[config.mk]
export PLATFORM = sky130hd
export DESIGN_NAME = fastserial_tx_arbiter
export DESIGN_NICKNAME = d
export VERILOG_FILES = /design/src/rtl/fastserial_tx_arbiter_pkg.sv /design/src/rtl/fastserial_tx_arbiter_rr.sv /design/src/rtl/fastserial_tx_arbiter.sv
export SDC_FILE = /design/constraint.sdc
export NUM_CORES = 1
export LEC_CHECK = 0
export BUFFER_PORTS_ARGS = -buffer_cell sky130_fd_sc_hd__clkbuf_2
export CORE_MARGIN = 2
export CORE_UTILIZATION = 30
export CTS_BUF_LIST = sky130_fd_sc_hd__clkbuf_8 sky130_fd_sc_hd__clkbuf_16
export CTS_CLUSTER_DIAMETER = 200
export DETAILED_ROUTE_END_ITERATION = 10
export HOLD_SLACK_MARGIN = 0.02
export PLACE_DENSITY = 0.48
export SETUP_SLACK_MARGIN = 0.5
export SYNTH_ARGS = -nofsm -noshare
export SYNTH_HDL_FRONTEND = slang
export SYNTH_SLANG_ARGS = --single-unit
[constraint.sdc]
create_clock -name i_clk -period 4.4 [get_ports i_clk]
set_input_delay 0.22 -clock i_clk [delete_from_list [all_inputs] [get_ports i_clk]]
set_output_delay 0.22 -clock i_clk [all_outputs]
set_load 0.01 [all_outputs]
[src/rtl/fastserial_tx_arbiter_pkg.sv]
// Shared types and constants for the FastSerial TX arbiter.
// Holds the FSM state encoding and the default timing parameters.
package fastserial_tx_arbiter_pkg;

    localparam int BYTE_W      = 8;
    localparam int DEF_TIMEOUT = 1024;
    localparam int DEF_HOLDOFF = 2;

    typedef enum logic [1:0] {
        IDLE,
        SEND,
        HOLD
    } state_t;

endpackage

[src/rtl/fastserial_tx_arbiter_rr.sv]
// Two-input round-robin grant with a last-granted register.
// When both request, the one not granted last wins; otherwise the single requester wins.
module rr_arbiter2 (
    input  logic       clk,
    input  logic       reset,
    input  logic [1:0] req,
    input  logic       update,
    input  logic       owner,
    output logic [1:0] grant
);

    logic last;

    always_ff @(posedge clk) begin
        if (reset) begin
            last <= 1'b1;
        end else if (update) begin
            last <= owner;
        end
    end

    always_comb begin
        grant = req;
        if (req == 2'b11) begin
            grant = last ? 2'b01 : 2'b10;
        end
    end

endmodule

[src/rtl/fastserial_tx_arbiter.sv]
// Packet-granular arbiter sharing one serial TX byte stream between two requesters.
// Each write is followed by a holdoff window that masks the transmitter busy latency.
module fastserial_tx_arbiter
    import fastserial_tx_arbiter_pkg::*;
#(
    parameter int TIMEOUT_CYCLES = DEF_TIMEOUT,
    parameter int HOLDOFF_CYCLES = DEF_HOLDOFF
) (
    input  logic              i_clk,
    input  logic              i_reset,
    input  logic              i_req0_valid,
    input  logic [BYTE_W-1:0] i_req0_data,
    input  logic              i_req0_last,
    output logic              o_req0_ready,
    input  logic              i_req1_valid,
    input  logic [BYTE_W-1:0] i_req1_data,
    input  logic              i_req1_last,
    output logic              o_req1_ready,
    output logic [BYTE_W-1:0] o_tx_data,
    output logic              o_tx_write,
    input  logic              i_tx_busy,
    output logic [1:0]        o_grant,
    output logic              o_timeout
);

    localparam int CNT_MAX = (TIMEOUT_CYCLES > HOLDOFF_CYCLES) ?
                             TIMEOUT_CYCLES : HOLDOFF_CYCLES;
    localparam int CNT_W   = $clog2(CNT_MAX + 1);

    typedef logic [CNT_W-1:0] cnt_t;

    localparam cnt_t ONE       = cnt_t'(1);
    localparam cnt_t CNT_SAT   = cnt_t'(CNT_MAX);
    localparam cnt_t TO_LAST   = cnt_t'(TIMEOUT_CYCLES - 1);
    localparam cnt_t HOLD_LOAD = cnt_t'(HOLDOFF_CYCLES);

    state_t            state, state_n;
    logic [1:0]        owner, owner_n;
    cnt_t              cnt, cnt_n;
    logic              last_flag, last_flag_n;
    logic [BYTE_W-1:0] tx_data_n;
    logic              tx_write_n, timeout_n;
    logic [1:0]        arb_grant;
    logic              rr_update;
    logic              own_valid, own_last, xfer;
    logic [BYTE_W-1:0] own_data;

    rr_arbiter2 u_rr (
        .clk    (i_clk),
        .reset  (i_reset),
        .req    ({i_req1_valid, i_req0_valid}),
        .update (rr_update),
        .owner  (owner[1]),
        .grant  (arb_grant)
    );

    assign own_valid = owner[1] ? i_req1_valid : i_req0_valid;
    assign own_last  = owner[1] ? i_req1_last  : i_req0_last;
    assign own_data  = owner[1] ? i_req1_data  : i_req0_data;

    assign o_req0_ready = (state == SEND) && owner[0] && !i_tx_busy;
    assign o_req1_ready = (state == SEND) && owner[1] && !i_tx_busy;
    assign xfer         = (o_req0_ready && i_req0_valid) ||
                          (o_req1_ready && i_req1_valid);
    assign o_grant      = owner;

    always_comb begin
        state_n     = state;
        owner_n     = owner;
        cnt_n       = cnt;
        last_flag_n = last_flag;
        tx_data_n   = o_tx_data;
        tx_write_n  = 1'b0;
        timeout_n   = 1'b0;
        rr_update   = 1'b0;
        unique case (state)
            IDLE: begin
                cnt_n = '0;
                if (i_req0_valid || i_req1_valid) begin
                    owner_n = arb_grant;
                    state_n = SEND;
                end
            end
            SEND: begin
                if (xfer) begin
                    tx_data_n   = own_data;
                    tx_write_n  = 1'b1;
                    last_flag_n = own_last;
                    cnt_n       = HOLD_LOAD;
                    state_n     = HOLD;
                end else if (own_valid) begin
                    // a stalled transmitter is not an idle requester
                    cnt_n = '0;
                end else if (cnt == TO_LAST) begin
                    timeout_n = 1'b1;
                    rr_update = 1'b1;
                    owner_n   = '0;
                    cnt_n     = '0;
                    state_n   = IDLE;
                end else if (cnt != CNT_SAT) begin
                    cnt_n = cnt + ONE;
                end
            end
            HOLD: begin
                // zero or one both mean this is the final holdoff cycle
                if (cnt <= ONE) begin
                    cnt_n = '0;
                    if (last_flag) begin
                        rr_update = 1'b1;
                        owner_n   = '0;
                        state_n   = IDLE;
                    end else begin
                        state_n = SEND;
                    end
                end else begin
                    cnt_n = cnt - ONE;
                end
            end
            default: begin
                state_n = IDLE;
                owner_n = '0;
                cnt_n   = '0;
            end
        endcase
    end

    always_ff @(posedge i_clk) begin
        if (i_reset) begin
            state      <= IDLE;
            owner      <= '0;
            cnt        <= '0;
            last_flag  <= 1'b0;
            o_tx_data  <= '0;
            o_tx_write <= 1'b0;
            o_timeout  <= 1'b0;
        end else begin
            state      <= state_n;
            owner      <= owner_n;
            cnt        <= cnt_n;
            last_flag  <= last_flag_n;
            o_tx_data  <= tx_data_n;
            o_tx_write <= tx_write_n;
            o_timeout  <= timeout_n;
        end
    end

endmodule

Word-level counts from Yosys, hierarchy flattened
Cells that the tools add are included.

Register bits: 27. Input bits: 23. Output and inout bits: 14. Logic and storage cells: 70.

Add/sub/neg operators: 2. $lt $le $gt $ge: 1. Equality and inequality tests: 14. Mux-type cells: 30. Bitwise operators: 1. Reductions and logical operators: 14.

Operators by type and width (number): 2-to-1 mux 11 bit (5); 2-to-1 mux 2 bit (11); one-hot mux 11 bit (2 select lines) (1); one-hot mux 2 bit (3 select lines) (2); adder 11 x 1 -> 11 bit (second input constant) (1); equality test 11 x 10 -> 1 bit (second input constant) (1); <= comparator 11 x 1 -> 1 bit (second input constant) (1); != test 11 bit (second input constant) (1); subtractor 11 x 1 -> 11 bit (second input constant) (1); != test 2 bit (second input constant) (5); 2-to-1 mux 1 bit (9); 2-to-1 mux 8 bit (1); logical AND 1 bit (6); AND reduction 6 bit (1); != test 5 x 3 -> 1 bit (second input constant) (1); equality test 2 bit (second input constant) (2); AND reduction 4 bit (1); != test 3 x 2 -> 1 bit (second input constant) (1); != test 3 bit (second input constant) (1); equality test 2 x 1 -> 1 bit (second input constant) (1); zero test 2 bit (1); logical OR 1 bit (2); != test 2 x 1 -> 1 bit (second input constant) (1); one-hot mux 1 bit (2 select lines) (1); other kinds (4) (4).

Depth between registers and ports, before layout
Depth in word-level cells: 7. Mapped depth: 9. Mapped depth without buffers: 7.

Modules after synthesis
A second synthesis with hierarchy kept.

Cell total of the unflattened synthesis: 220. Area, all modules: 1868.0 sq um.

Modules (own cells, without submodules): fastserial_tx_arbiter (times used 1, cells each 213, area an instance 1809.2 sq um, sequential area each 520.5 sq um); rr_arbiter2 (times used 1, cells each 7, area an instance 58.8 sq um, sequential area each 20.0 sq um).

Worst setup path before layout
Ideal clock, no wire load.

Kind: register -> register. Start: register cnt[0]. End: register cnt[2]. Library setup time: 0.135 ns. Arrival: 1.995 ns. Required time: 4.265 ns. Path slack: 2.270 ns. Cell stages (with the launch flop): 8. Buffers on the path: 1. Period minus slack after synthesis: 2.130 ns. Path through: dfxtp_1 ha_1 nand3_1 or4_1 nor3b_1 clkbuf_1 a221oi_1 a211oi_1.

Cells in the longest elaborated chain, start to end: 6. Elaborated cells between the ends (all ways): 12. Classes of those cells: 2 x add/sub; 1 x order compare; 3 x eq/ne; 6 x mux.

Ends and longest elaborated chain: start, declared (line fastserial_tx_arbiter.sv:39) `cnt_t cnt, cnt_n;`; start signal, assigned (line fastserial_tx_arbiter.sv:139) `cnt <= cnt_n;`; adder 11 x 1 -> 11 bit (line fastserial_tx_arbiter.sv:101) `cnt_n = cnt + ONE;`; 2-to-1 mux 11 bit (line fastserial_tx_arbiter.sv:100) `end else if (cnt != CNT_SAT) begin`; 2-to-1 mux 11 bit (line fastserial_tx_arbiter.sv:94) `end else if (cnt == TO_LAST) begin`; 2-to-1 mux 11 bit (line fastserial_tx_arbiter.sv:91) `end else if (own_valid) begin`; 2-to-1 mux 11 bit (line fastserial_tx_arbiter.sv:85) `if (xfer) begin`; one-hot mux 11 bit (2 select lines) (line fastserial_tx_arbiter.sv:76) `unique case (state)`.

Parallel ways exist; a longest one is shown, timed or not. The select of a mux whose other input is x is not followed. A chain may end at the register's enable or synchronous reset.

Worst setup path in the final report
Start: register cnt[6]. End: register state[0].

Cells in the longest elaborated chain, start to end: 3. Elaborated cells between the ends (all ways): 5. Classes of those cells: 1 x order compare; 3 x eq/ne; 1 x reduce/logical.

Ends and longest elaborated chain: <= comparator 11 x 1 -> 1 bit / equality test 11 x 10 -> 1 bit (equally long branches) (line fastserial_tx_arbiter.sv:106, fastserial_tx_arbiter.sv:94); != test 2 bit (no source line) / != test 3 x 2 -> 1 bit (equally long branches); AND reduction 4 bit (no source line) *; end signal, assigned (line fastserial_tx_arbiter.sv:137) `state <= state_n;`; end, declared (line fastserial_tx_arbiter.sv:37) `state_t state, state_n;`.

Every way passes the cells marked *; elsewhere a longest branch is shown, timed or not.

==> summary.txt <==
Status
  • Run status: complete, no violations

Power and ir drop
  • Lkg Pwr: 0.7761 nW
  • Gate power share: 20.2%
  • Sequential share of power: 49.8%
  • Switching share of power: 30.42%
  • Power density cells: 260.0 mW/mm²
  • Switch Pwr: 0.0001594 W
  • Total power: 0.0005240 W
  • Clock network power share: 30.0%
  • Peak VDD IR: 0.1187 mV
  • P_int: 0.0003646 W

Global routing
  • Met3 Usage GRT: 3.000%
  • GR Util met1: 18.00%
  • Initial antenna violation count: 0
  • GRT overflow: 0
  • First-pass GRT wire length: 7.100 mm
  • Number of global-route vias before repair: 1491
  • Most Used Layer, Global Route: met2
  • Largest net degree at the start of global routing: 22
  • Overall routing resource usage: 13.94%
  • Met2 usage: 24.05%

Clocking
  • CTS tree: yes
  • Clk slew on worst S/H paths: 110 ps
  • Clock sink count: 27
  • Clock Latency Late Sink: 280 ps
  • Post-CTS resize count: 0
  • Clock Tree Buf Depth: 2
  • Post-CTS Setup Inserts: 0
  • Max H-tree Level: 1
  • Inserted Clock Buffers: 3
  • Clk root buf: clkbuf_8
  • Hold buffer count at cts: 0

STA
  • Worst-Margin Slew: 829.4 ps
  • Slew HR: 44.59%
  • RSZ-0062 raised after global routing: no
  • Final Hold Fails: 0
  • Worst Skew: 3.094 ps
  • Final setup fails: 0
  • Fmax achieved: 382.2 MHz
  • Period Utilization, post-route: 59.47%
  • Setup_tns: 0 ps
  • Final min period: 2617 ps
  • Max-slew violations: 0
  • Worst Hold Margin: 242.2 ps

Critical path
  • Worst Setup End Kind: register
  • CP max FO: 11
  • R2R depth: 5
  • Worst setup SP type: register
  • Crit path kind: register to register
  • Worst EP required: 4620 ps
  • Arr. time, crit path: 2830 ps

Die
  • Starting Density: 30.53%
  • Top-Level Pins: 37
  • Die W: 80.93 µm
  • Row count: 28
  • Die Ht: 80.93 µm
  • DIE AREA: 0.006550 mm²
  • Core area: 0.005816 mm²

Min path
  • Hold depth: 3
  • Hold Path Class: primary input to register

Placement
  • Placed Cells: 308
  • Port buffer count: 36
  • Routability cong.: 0.8048
  • DP Wirelength: 3.194 mm

Logic synthesis
  • Top_reg_cell synth: dfxtp_1
  • Synth top cells by count: 27 x dfxtp_1, 21 x nor2_1, 18 x nand2_1
  • Mapped Area: 0.001775 mm²
  • Synth Area in Compound Gates: 23.89%
  • Sequential area share after synthesis: 30.44%
  • EDFF count, synth: 0
  • Post-synthesis area per instance: 8.335 µm²
  • Asr flop ratio synth: 0%
  • Synth top area share: 30.44%
  • Cell count after synthesis: 213
  • Number of warnings issued by yosys: 0
  • Area leader, netlist: dfxtp_1
  • Synth unique cells: 51
  • Post-synthesis register bit count: 27
  • Post-Synth Adder-Cell Area: 4.933%
  • Post-synthesis net count: 243
  • Combinational family with the most area after synthesis: simple AND/OR/NAND/NOR gates
  • Mux cell area share after synthesis: 6.272%
  • Most frequent cell after synthesis: dfxtp_1
  • Top post-synthesis cells by area: dfxtp_1 30%, a211oi_1 6.8%, mux2i_1 5.6%
  • Post-Synth Simple-Gate Area: 25.51%
  • Synth Area in XOR/XNOR: 1.480%

Routing
  • Routed wire length: 4.409 mm
  • Routed vias/inst: 5.250
  • Detail Route Antenna Nets: 0
  • Iter 0 DRT Violations: 89
  • DRC: 0
  • Vias: 1638
  • Wire per inst: 14.13 µm
  • TritonRoute pass-1 iters: 4

Final layout
  • Post-Layout Cell Count: 312
  • Nets: 268
  • Area Growth Syn to Fin: 13.53%
  • Fraction of layout cells with a size suffix above 1: 22.36%
  • # fillers: 635
  • Diodes inserted: 0
  • Core Util, Final: 34.66%

Run
  • Max cap viols: 0
-- metrics by stage --
stage	setup WS, ps	area (µm²)
after global placement	1816	1966
final	1783	2016
after detailed placement	1839	1966
after global routing	1561	2016
after floorplan	2270	1775
after CTS	1795	2016
-- metal layers --
layer | share of wire (%) | vias up
met5 | 0 | -
met4 | 0.61 | 0
met3 | 4.7 | 2
met2 | 47 | 47
met1 | 48 | 751
li1 | - | 838
-- cells by family after synthesis --
family / after synthesis
flip-flops: 27
multiplexers: 11
AND/OR/NAND/NOR: 84
AO/OA/AOI/OAI: 53
buffers and inverters: 28
adder cells (fa/ha/maj): 7
XOR/XNOR: 3
-- layout by cell type, fill, tap and decap left out, drive strengths merged, types with 5 or more instances in the layout --
cell | netlist | routed
a211oi | 16 | 16
a21oi | 10 | 10
a221oi | 6 | 6
and3 | 5 | 5
clkbuf | 10 | 39
dfxtp | 27 | 27
ha | 7 | 7
inv | 11 | 12
mux2i | 10 | 10
nand2 | 18 | 18
nand3 | 6 | 6
nor2 | 21 | 21
nor3 | 5 | 5
or4 | 6 | 6
-- power by group through the flow --
| stage | Sequential (W) | Combinational, W | Clock, W |
|---|---|---|---|
| floorplan | 0.000263 | 0.0000773 | 0 |
| global placement | 0.000267 | 0.000107 | 0 |
| detailed placement | 0.000267 | 0.000106 | 0 |
| CTS | 0.000261 | 0.000106 | 0.000167 |
| global route | 0.000263 | 0.000118 | 0.000178 |
| finish | 0.000261 | 0.000106 | 0.000157 |
-- path summary, 6_finish.rpt --
path | to | slack [ps] | from
worst max register to register | state[0]$_SDFFE_PP0P_ | 1780 | cnt[6]$_SDFFE_PP0P_
worst max-delay path | state[0]$_SDFFE_PP0P_ | 1780 | cnt[6]$_SDFFE_PP0P_
worst min-delay path | o_tx_data[7]$_SDFFE_PP0P_ | 240 | i_req0_data[7]
worst min register to register | o_tx_data[5]$_SDFFE_PP0P_ | 500 | o_tx_data[5]$_SDFFE_PP0P_
-- sequential cells by signal (all words and copies together), names as in the netlist --
register,flops
u_rr.last,1
o_tx_write,1
o_grant,2
o_tx_data,8
o_timeout,1
last_flag,1
state,2
cnt,11
-- worst max-delay path: stages (launching register included) --
cell,delay (ps)
dfxtp_1,390
or4_4,600
o41ai_4,770
o211ai_1,260
or3_1,400
a21oi_1,140
-- layout make-up --
type,instances,area (µm²),share of cell area (%)
flip-flops and latches,27,540.5,26.82
well taps,75,93.84,4.656
clock buffers,3,41.29,2.048
repair buffers,37,187.7,9.311
clock inverters,1,8.758,0.4345
multi-input cells,158,1102,54.69
inverters,11,41.29,2.048
Power figures use the tool's default switching activity.
